## config.mk

```make
export PLATFORM = sky130hd
export DESIGN_NAME = bram_acq_controller
export DESIGN_NICKNAME = d
export VERILOG_FILES = /design/src/rtl/bram_acq_pkg.sv /design/src/rtl/bram_acq_controller.sv
export SDC_FILE = /design/constraint.sdc
export NUM_CORES = 1
export LEC_CHECK = 0
export CORE_AREA = 3 3 79 81
export CTS_CLUSTER_DIAMETER = 40
export CTS_CLUSTER_SIZE = 20
export DETAILED_ROUTE_END_ITERATION = 6
export DIE_AREA = 0 0 82 84
export PLACE_DENSITY = 0.67
export SKIP_CTS_REPAIR_TIMING = 1
export SLEW_MARGIN = 20
export SYNTH_ARGS = -nofsm -noshare
export SYNTH_HDL_FRONTEND = slang
export SYNTH_SLANG_ARGS = --single-unit
```

## constraint.sdc

```tcl
create_clock -name clk -period 4.7 [get_ports clk]
set_input_delay 0.47 -clock clk [delete_from_list [all_inputs] [get_ports clk]]
set_output_delay 0.47 -clock clk [all_outputs]
set_load 0.1 [all_outputs]
```

## src/rtl/bram_acq_pkg.sv

```systemverilog
// Shared types and constants for the BRAM acquisition sequencer.
// State encoding and the all-lanes write-enable pattern.
package bram_acq_pkg;

    typedef enum logic [2:0] {
        ST_IDLE  = 3'd0,
        ST_ARMED = 3'd1,
        ST_ALIGN = 3'd2,
        ST_WRITE = 3'd3,
        ST_DONE  = 3'd4
    } acq_state_t;

    localparam logic [3:0] WEN_ALL = 4'b1111;

endpackage

```

## src/rtl/bram_acq_controller.sv

```systemverilog
// Sequencer for one BRAM acquisition channel: arm, trigger,
// align to the address wrap, then write N whole frames.
module bram_acq_controller
    import bram_acq_pkg::*;
#(
    parameter int BRAM_WIDTH      = 13,
    parameter int FRAME_CNT_WIDTH = 8
) (
    input  logic                       clk,
    input  logic                       rst,
    input  logic                       start,
    input  logic                       abort,
    input  logic                       trig_en,
    input  logic                       trigger,
    input  logic [FRAME_CNT_WIDTH-1:0] n_frames,
    input  logic [BRAM_WIDTH-1:0]      address,
    output logic [3:0]                 wen,
    output logic                       busy,
    output logic                       done,
    output logic [FRAME_CNT_WIDTH-1:0] frame_idx,
    output logic                       first_frame
);

    localparam logic [BRAM_WIDTH-1:0] ADDR_LAST = '1;
    localparam logic [FRAME_CNT_WIDTH-1:0] FRAME_ONE =
        FRAME_CNT_WIDTH'(1);

    acq_state_t                 state;
    acq_state_t                 state_nxt;
    logic [BRAM_WIDTH-1:0]      word_cnt;
    logic [FRAME_CNT_WIDTH-1:0] frames_total;
    logic [FRAME_CNT_WIDTH-1:0] frame_nxt;
    logic                       start_ok;
    logic                       word_last;
    logic                       frame_last;
    logic                       finish;

    // Qualified events: accepted start, end of frame, end of run
    always_comb begin
        start_ok   = start && !abort &&
                     (state == ST_IDLE || state == ST_DONE);
        word_last  = (word_cnt == ADDR_LAST);
        frame_last = (frame_idx == frames_total - FRAME_ONE);
        finish     = (state == ST_WRITE) && word_last &&
                     frame_last && !abort;
    end

    // Next-state decode; abort overrides everything
    always_comb begin
        state_nxt = state;
        if (abort) begin
            state_nxt = ST_IDLE;
        end else begin
            unique case (state)
                ST_IDLE, ST_DONE: begin
                    if (start)
                        state_nxt = trig_en ? ST_ARMED : ST_ALIGN;
                end
                ST_ARMED: begin
                    if (trigger)
                        state_nxt = ST_ALIGN;
                end
                ST_ALIGN: begin
                    if (address == ADDR_LAST)
                        state_nxt = ST_WRITE;
                end
                ST_WRITE: begin
                    if (word_last && frame_last)
                        state_nxt = ST_DONE;
                end
                default: state_nxt = ST_IDLE;
            endcase
        end
    end

    // Frame index: cleared on start, stepped at each inner wrap
    always_comb begin
        frame_nxt = frame_idx;
        if (start_ok)
            frame_nxt = '0;
        else if (state == ST_WRITE && !abort &&
                 word_last && !frame_last)
            frame_nxt = frame_idx + FRAME_ONE;
    end

    // State register
    always_ff @(posedge clk or posedge rst) begin
        if (rst)
            state <= ST_IDLE;
        else
            state <= state_nxt;
    end

    // Word counter and latched frame total (0 requested -> 1)
    always_ff @(posedge clk or posedge rst) begin
        if (rst) begin
            word_cnt     <= '0;
            frames_total <= FRAME_ONE;
        end else if (start_ok) begin
            word_cnt     <= '0;
            frames_total <= (n_frames == '0) ? FRAME_ONE : n_frames;
        end else if (state == ST_WRITE) begin
            word_cnt     <= word_cnt + BRAM_WIDTH'(1);
        end
    end

    // Registered outputs, derived from the upcoming state
    always_ff @(posedge clk or posedge rst) begin
        if (rst) begin
            wen         <= '0;
            busy        <= 1'b0;
            done        <= 1'b0;
            frame_idx   <= '0;
            first_frame <= 1'b0;
        end else begin
            wen         <= (state_nxt == ST_WRITE) ? WEN_ALL : 4'b0000;
            busy        <= (state_nxt == ST_ARMED) ||
                           (state_nxt == ST_ALIGN) ||
                           (state_nxt == ST_WRITE);
            frame_idx   <= frame_nxt;
            first_frame <= (state_nxt == ST_WRITE) && (frame_nxt == '0);
            if (start_ok)
                done <= 1'b0;
            else if (finish)
                done <= 1'b1;
        end
    end

endmodule

```

==> impl_metrics.json, run 1 <==
{
  "wl_per_cell_um": 13.69,
  "grt_max_degree": 37,
  "end_kind": "flip-flop",
  "worstPathMaxFanout": 18,
  "max-slew-margin-rel": 0.3487,
  "avgSynthCellArea_um2": 9.116,
  "final_nets": 310,
  "ys_seq_elements": 36,
  "fin_crit_sh": 0.6804,
  "critical_path_arrival_ns": 3.38,
  "final_cell_mix": "clkdlybuf4s50_1 (41), dfrtp_1 (35), nor2_1 (29)",
  "io_pins": 42,
  "rr_startpoint": "frames_total[0]",
  "syn-cell-area_mm2": 0.002233,
  "rsz0062_at_grt": "false",
  "portBuffers": 41,
  "synth_edf_count": 0,
  "crit_family": "compound AO/OA/AOI/OAI gates",
  "synthCells": 245,
  "synthTopCellsByArea": "dfrtp_1 (39%), xor2_1 (5.9%), nor2_1 (4.9%)",
  "leakage_uw": 0.001132,
  "fin_ws_ns": 1.502,
  "area_growth_pct": 23.98,
  "cts_tree": "built",
  "min_to": "frames_total[7]",
  "path_class": "reg2reg",
  "diodes": 0,
  "slew_violations": 0,
  "drtIter0Drc": 57,
  "ant_nets": 0,
  "clk_pin_slew_worst_paths_ns": 0.07,
  "pre_cts_slack_ns": 1.497,
  "holdPathStages": 1,
  "critPathBufInv": 1,
  "gp_congestion": 0.8317,
  "power_density_mw_per_mm2": 267.1,
  "dr.pass1.iters": 5,
  "clock-sinks": 36,
  "via_count": 1831,
  "fmax_mhz": 312.7,
  "vias_per_cell": 5.187,
  "drcViolationCount": 0,
  "outcome": "completed",
  "r2r_slack_ns": 1.50,
  "worstSetupStartpointType": "flip-flop",
  "htreeDepth": 2,
  "fp.dieH_um": 84,
  "holdCritPathClass": "reg2reg",
  "tightest_slew_ns": 0.9739,
  "setup_viol": 0,
  "vdd_ir_drop_max_uv": 158.2,
  "cts-buffers-inserted": 5,
  "fin_skew_ns": 0.006834,
  "ff2ff_path_depth": 9,
  "fin_setup_tns_ns": 0,
  "grt_pass1_vias": 1834,
  "antenna_found_initial": 0,
  "clock_latency_ns": 0.29,
  "dieArea_mm2": 0.006888,
  "clockBufferDepth": 2,
  "period_needed_ns": 3.198,
  "die_x_um": 82,
  "slowest_delay_ns": 0.82,
  "async_reset_ff_frac": 1.000,
  "core_mm2": 0.005540,
  "std_cell_rows": 27,
  "initial_core_util": 0.4031,
  "synth_fp_nets": 275,
  "worstReg2RegEnd": "busy",
  "crit_chain": "inv_1, ha_1, o21bai_1, a211oi_1, a211oi_2, a2111oi_4, a21oi_1, or2_1, o31a_1",
  "hp-start": "frames_total[7]",
  "global_route.usage.total": 0.1552,
  "hpwl_um": 3577,
  "cts_root_buf": "clkbuf_8",
  "hold_viol": 0,
  "final_common_cell": "clkdlybuf4s50_1",
  "cp_slowest_cell": "a2111oi_4",
  "drive_gt1_frac": 0.07829,
  "required_ns": 4.88,
  "wirelength_um": 4832,
  "synth.distinct_cells": 50,
  "cp_num_cells": 9,
  "netlist.area_leader.share": 0.3922,
  "synth_largest_area_cell": "dfrtp_1",
  "synth-main-ff-cell": "dfrtp_1",
  "grt_overflow_total": 0,
  "ys_warn_count": 0,
  "yosysSeqAreaShare": 0.4039,
  "drv_cap": 0,
  "grt_pass1_wl_um": 8480
}
-- through the flow --
step / hold slack [ns] / power, uW / utilization / cell area [um^2] / std cells
6_report: 0.5375 / 739.5 / 0.4998 / 2769 / 353
5_1_grt: 0.5543 / 779.6 / 0.4998 / 2769 / 353
4_1_cts: 0.5444 / 748.3 / 0.4998 / 2769 / 353
3_5_place_dp: 0.5066 / 518.2 / 0.4831 / 2676 / 345
3_3_place_gp: 0.5216 / 515.1 / 0.4831 / 2676 / 345
2_1_floorplan: 0.5024 / 473.3 / - / 2233 / 245
-- cell type report --
class	instances	area (um^2)
Timing Repair Buffer	43	425.4
Inverter	9	33.78
Sequential cell	36	902.1
Clock inverter	2	10.01
Tap cell	72	90.09
Multi-Input combinational cell	185	1225
Clock buffer	6	82.58
Fill cell	537	2771
-- cells by family after synthesis --
group | count (synthesis) | synth area share
multiplexers | 6 | 0.03025
XOR/XNOR | 27 | 0.1059
AND/OR/NAND/NOR | 107 | 0.2555
buffers and inverters | 24 | 0.05042
AO/OA/AOI/OAI | 42 | 0.1373
adder cells (fa/ha/maj) | 3 | 0.01681
flip-flops | 36 | 0.4039
-- layer usage --
layer,track usage,part of all wire,vias up
li1,-,-,935
met1,0.2098,0.47,871
met2,0.2469,0.49,19
met3,0.03024,0.025,6
met4,0.04834,0.012,0
met5,0,0,-
-- how the worst max path moves through the flow --
stage,startpoint,endpoint,slack (ns)
2_1_floorplan,frame_idx[6],first_frame,1.80
3_3_place_gp,frames_total[0],busy,1.57
3_5_place_dp,frames_total[0],busy,1.50
4_1_cts,frames_total[0],busy,1.49
5_1_grt,frames_total[0],busy,1.21
6_report,frames_total[0],busy,1.50
-- power by group --
group	leakage [uW]	internal, uW	switching [uW]	total (uW)
registers	0.000482	331	31.8	362
clock network	0.0000510	117	111	228
logic	0.000599	73.6	75.6	149
-- cells in the mapped netlist (all sizes together) (3+ instances only) --
library cell,number
nand3,11
nand3b,3
clkbuf,8
inv,9
nand4,5
xor2,15
buf,7
and3,6
ha,3
o31a,3
a21oi,12
mux2,6
nand2,16
nor3,11
o21a,3
o21ai,8
nor2,29
or4,3
xnor2,12
and2,4
nor4,5
dfrtp,35
-- flip-flops by register name, indices dropped and copies added (netlist names) --
| register | count |
|---|---|
| word_cnt | 13 |
| frame_idx | 8 |
| frames_total | 8 |
| state | 3 |
| busy | 1 |
| done | 1 |
| first_frame | 1 |
| wen | 1 |
(Power assumes the default switching activity.)
==> run 2, diff against run 1 <==
==> constraint.sdc (replaced) <==
create_clock -name clk -period 3.1 [get_ports clk]
set_input_delay 0.31 -clock clk [delete_from_list [all_inputs] [get_ports clk]]
set_output_delay 0.31 -clock clk [all_outputs]
set_load 0.1 [all_outputs]
==> run 2 against run 1 <==
Die area did not move. Largest cell class unchanged. Non-clock buffer count is 3 higher. Count of clock-buffer cells in the layout did not move. Highest routed layer unchanged.
==> impl_metrics.json, run 2 (synthesized netlist as in run 1, its figures left out) <==
{
  "outcome": "completed",
  "wl_per_cell_um": 13.55,
  "rsz0062_at_grt": "false",
  "worstSetupStartpointType": "flip-flop",
  "final_nets": 313,
  "r2r_slack_ns": 0.22,
  "wirelength_um": 4824,
  "regMostFlops": "word_cnt",
  "final_cell_mix": "dfrtp_1 (35), clkdlybuf4s50_1 (33), nor2_1 (29)",
  "cts-buffers-inserted": 5,
  "placed_cell_area_mm2": 0.002679,
  "fin_skew_ns": 0.005738,
  "via_count": 1860,
  "fin_area_mm2": 0.002790,
  "max-slew-margin-rel": 0.3515,
  "top_regs": "word_cnt: 13 flops, frame_idx: 8 flops, frames_total: 8 flops",
  "crit_end": "busy",
  "critical_path_arrival_ns": 3.06,
  "grt_pass1_wl_um": 8556,
  "clock-sinks": 36,
  "final_common_cell": "dfrtp_1",
  "std_cell_rows": 27,
  "clock_latency_ns": 0.29,
  "cts_root_buf": "clkbuf_8",
  "htreeDepth": 2,
  "vdd_ir_drop_max_uv": 287.4,
  "fmax_mhz": 346.9,
  "grt_overflow_total": 0,
  "hold_viol": 0,
  "rr_startpoint": "frames_total[0]",
  "dp.cells": 348,
  "drcViolationCount": 0,
  "core_mm2": 0.005540,
  "fin_crit_sh": 0.9300,
  "period_needed_ns": 2.883,
  "gp_congestion": 0.8305,
  "holdCritPathClass": "in2async",
  "leakage_uw": 0.001168,
  "required_ns": 3.27,
  "worstReg2RegEnd": "busy",
  "startpoint": "frames_total[0]",
  "die_x_um": 82,
  "path_class": "reg2reg",
  "global_route.usage.total": 0.1558,
  "end_kind": "flip-flop",
  "diodes": 0,
  "grt_max_degree": 20,
  "setup_viol": 0,
  "drive_gt1_frac": 0.1127,
  "fin_setup_tns_ns": 0,
  "final_core_util": 0.5036,
  "dieArea_mm2": 0.006888,
  "grt_pass1_vias": 1818,
  "antenna_found_initial": 0,
  "largest_reg_flops": 13,
  "clk_pin_slew_worst_paths_ns": 0.07,
  "clockBufferDepth": 2,
  "initial_core_util": 0.4031,
  "power_density_mw_per_mm2": 424.3,
  "final_cells": 356,
  "area_growth_pct": 24.93,
  "cts_tree": "built",
  "drtIter0Drc": 103,
  "hpwl_um": 3602,
  "slew_violations": 0,
  "io_pins": 42,
  "portBuffers": 41,
  "dr.pass1.iters": 4,
  "drv_cap": 0,
  "vias_per_cell": 5.225,
  "worstPathMaxFanout": 18,
  "ant_nets": 0,
  "fp.dieH_um": 84,
  "tightest_slew_ns": 0.9697,
  "ff2ff_path_depth": 10,
  "holdWs_ns": 0.4173
}
run 2: cell types whose count changed in the layout (fill, tap and decap cells not counted):
cell / previous run / this run
clkinv_2: 2 / 1
buf_4: 2 / 12
clkdlybuf4s50_1: 41 / 33
clkbuf_8: 6 / 5
clkbuf_1: 0 / 1
bufinv_16: 0 / 1
buf_6: 0 / 1
run 2: how the worst min path moves through the flow:
stage,endpoint,slack [ns],startpoint
floorplan,state[2],0.38,abort
global placement,done,0.52,done
detailed placement,done,0.51,done
CTS,word_cnt[12],0.45,rst
global route,word_cnt[12],0.50,rst
finish,word_cnt[12],0.42,rst
run 2: worst max-delay path: stages (launching register included):
cell and delay [ns]:
dfstp_2 0.59, inv_1 0.08, ha_1 0.29, o21bai_1 0.19, a211oi_1 0.30, a211oi_2 0.10
a2111oi_4 0.37, buf_6 0.21, a21oi_1 0.09, or2_1 0.25, o31a_1 0.28
run 2: area by class of cell:
type | count | area (um^2)
fill | 548 | 2750
multi-input combinational | 185 | 1225
sequential | 36 | 902.1
timing repair buffer | 46 | 431.7
tap | 72 | 90.09
clock buffer | 6 | 72.57
clock inverter | 2 | 35.03
inverter | 9 | 33.78
run 2: metal layers:
metal / vias up / part of all wire / global-route usage / routed length [um]
met3: 7 / 0.041 / 0.03456 / 197
li1: 944 / - / - / -
met5: - / 0 / 0 / 0
met4: 0 / 0.015 / 0.05287 / 74
met2: 36 / 0.47 / 0.2263 / 2256
met1: 873 / 0.48 / 0.2256 / 2296
run 2: through the flow:
step	setup WS, ns	total power (uW)
finish	0.2171	1184
global route	0.02261	1243
CTS	0.1897	1199
detailed placement	0.2118	789.5
global placement	0.3192	784.7
floorplan	0.1965	717.6
run 2: report_power, final:
group	switching [uW]	internal (uW)	total, uW	leakage (uW)
Clock	165	239	404	0.0000552
Combinational	115	113	229	0.000631
Sequential	49.9	501	551	0.000482
Total	331	853	1180	0.00117
==> run 3, diff against run 2 <==
--- a/config.mk
+++ b/config.mk
@@ -5,12 +5,14 @@
 export SDC_FILE = /design/constraint.sdc
 export NUM_CORES = 1
 export LEC_CHECK = 0
+export CAP_MARGIN = 10
 export CORE_AREA = 3 3 79 81
 export CTS_CLUSTER_DIAMETER = 40
 export CTS_CLUSTER_SIZE = 20
 export DETAILED_ROUTE_END_ITERATION = 6
 export DIE_AREA = 0 0 82 84
 export PLACE_DENSITY = 0.67
+export REMOVE_ABC_BUFFERS = 1
 export SKIP_CTS_REPAIR_TIMING = 1
 export SLEW_MARGIN = 20
 export SYNTH_ARGS = -nofsm -noshare
==> run 3 against run 2 <==
Sequential power about the same. Flip-flop and latch count unchanged. Clock power is 13% lower. Critical endpoint is now first_frame. Die area is the same. Critical path depth up 1. Hold slack worse by 0.00077 ns. Routed wire length grew 4.6%. Design area decreased by 0.67%. Worst setup slack better by 0.11 ns. Combinational power about the same. Maximum frequency is 4.1% higher. Global-route usage is 0.45 points higher.
==> impl_metrics.json, run 3 (synthesized netlist as in run 1, its figures left out) <==
{
  "clock_power_share": 0.312,
  "std_cell_rows": 27,
  "clk_pin_slew_worst_paths_ns": 0.07,
  "fin_skew_ns": 0.001594,
  "core_mm2": 0.005540,
  "leakage_uw": 0.001163,
  "seqPwrFrac": 0.484,
  "diodes": 0,
  "fin_setup_tns_ns": 0,
  "clock-sinks": 36,
  "grt_pass1_vias": 1844,
  "final_common_cell": "dfrtp_1",
  "area_growth_pct": 24.09,
  "max-slew-margin-rel": 0.3471,
  "clockBufferDepth": 2,
  "htreeDepth": 2,
  "switching_share": 0.3009,
  "final_nets": 313,
  "startpoint": "frames_total[0]",
  "combPwrFrac": 0.203,
  "grt_overflow_total": 0,
  "top_regs": "word_cnt: 13 flops, frame_idx: 8 flops, frames_total: 8 flops",
  "vias_per_cell": 5.278,
  "outcome": "completed",
  "vdd_ir_drop_max_uv": 211.0,
  "path_class": "reg2reg",
  "period_needed_ns": 2.769,
  "hold_viol": 0,
  "final_core_util": 0.5002,
  "setup_viol": 0,
  "dr.pass1.iters": 4,
  "cts_root_buf": "clkbuf_8",
  "fmax_mhz": 361.1,
  "io_pins": 42,
  "portBuffers": 41,
  "critical_path_arrival_ns": 2.96,
  "fp.dieH_um": 84,
  "largest_reg_flops": 13,
  "cts-buffers-inserted": 5,
  "die_x_um": 82,
  "p_sw_uw": 340.4,
  "rr_startpoint": "frames_total[0]",
  "holdCritPathClass": "in2async",
  "worstPathMaxFanout": 10,
  "hpwl_um": 3732,
  "dieArea_mm2": 0.006888,
  "final_cell_mix": "dfrtp_1 (35), clkdlybuf4s50_1 (33), nor2_1 (29)",
  "power_density_mw_per_mm2": 408.2,
  "grt_max_degree": 35,
  "initial_core_util": 0.4031,
  "end_kind": "flip-flop",
  "via_count": 1879,
  "tightest_slew_ns": 0.9764,
  "required_ns": 3.29,
  "r2r_slack_ns": 0.33,
  "ant_nets": 0,
  "grt_pass1_wl_um": 8707,
  "antenna_found_initial": 0,
  "wl_per_cell_um": 14.17,
  "drtIter0Drc": 120,
  "fin_area_mm2": 0.002771,
  "gp_congestion": 0.8672,
  "drive_gt1_frac": 0.1162,
  "rsz0062_at_grt": "false",
  "p_int_uw": 790.9,
  "fin_ws_ns": 0.3306,
  "placed_cell_area_mm2": 0.002671,
  "global_route.usage.total": 0.1603,
  "clock_latency_ns": 0.30,
  "slew_violations": 0,
  "cts_tree": "built",
  "fin_crit_sh": 0.8934,
  "worstSetupStartpointType": "flip-flop",
  "drv_cap": 0,
  "wirelength_um": 5046,
  "regMostFlops": "word_cnt",
  "drcViolationCount": 0,
  "pre_cts_slack_ns": 0.1542
}
run 3: worst paths after layout:
kind | endpoint | cells past startpoint
min | frames_total[4] | 2
max in group asynchronous | frame_idx[6] | 3
min reg2reg | frames_total[7] | 1
min in group clk | frames_total[7] | 1
max | first_frame | 11
max reg2reg | first_frame | 11
run 3: cell type report:
cell class / instances / area [um^2]
multi-input combinational: 185 / 1225
sequential: 36 / 902.1
fill: 531 / 2769
clock buffer: 6 / 82.58
timing repair buffer: 46 / 427.9
tap: 72 / 90.09
inverter: 9 / 33.78
clock inverter: 2 / 10.01
run 3: per-stage QoR:
stage          cells  hold WS [ns]  total power [uW]
4_1_cts          355        0.4457              1145
3_5_place_dp     347        0.5026             787.1
6_report         356        0.4166              1131
3_3_place_gp     347        0.5124             783.1
5_1_grt          356        0.4843              1196
2_1_floorplan    230        0.3833             706.8
run 3: per-layer routing:
layer | wire (um) | track usage | vias up
met5 | 0 | 0 | -
met4 | 73 | 0.05287 | 0
met3 | 178 | 0.03780 | 7
met2 | 2475 | 0.2550 | 29
met1 | 2319 | 0.2110 | 905
li1 | - | - | 938
run 3: worst max-delay path: stages (launching register included):
cell and delay [ns]:
dfstp_2 0.58, inv_1 0.07, ha_1 0.29, nor3b_1 0.17, o211a_1 0.21, o211ai_1 0.13
a2111oi_4 0.07, buf_4 0.18, buf_4 0.17, nor4_1 0.32, o21ai_1 0.12, a2111oi_2 0.35
run 3: power groups by stage:
stage / Clock (uW) / Combinational (uW) / Sequential [uW]
floorplan: 0 / 144 / 563
finish: 353 / 230 / 548
detailed placement: 0 / 230 / 557
CTS: 365 / 231 / 549
global placement: 0 / 227 / 557
global route: 389 / 254 / 553
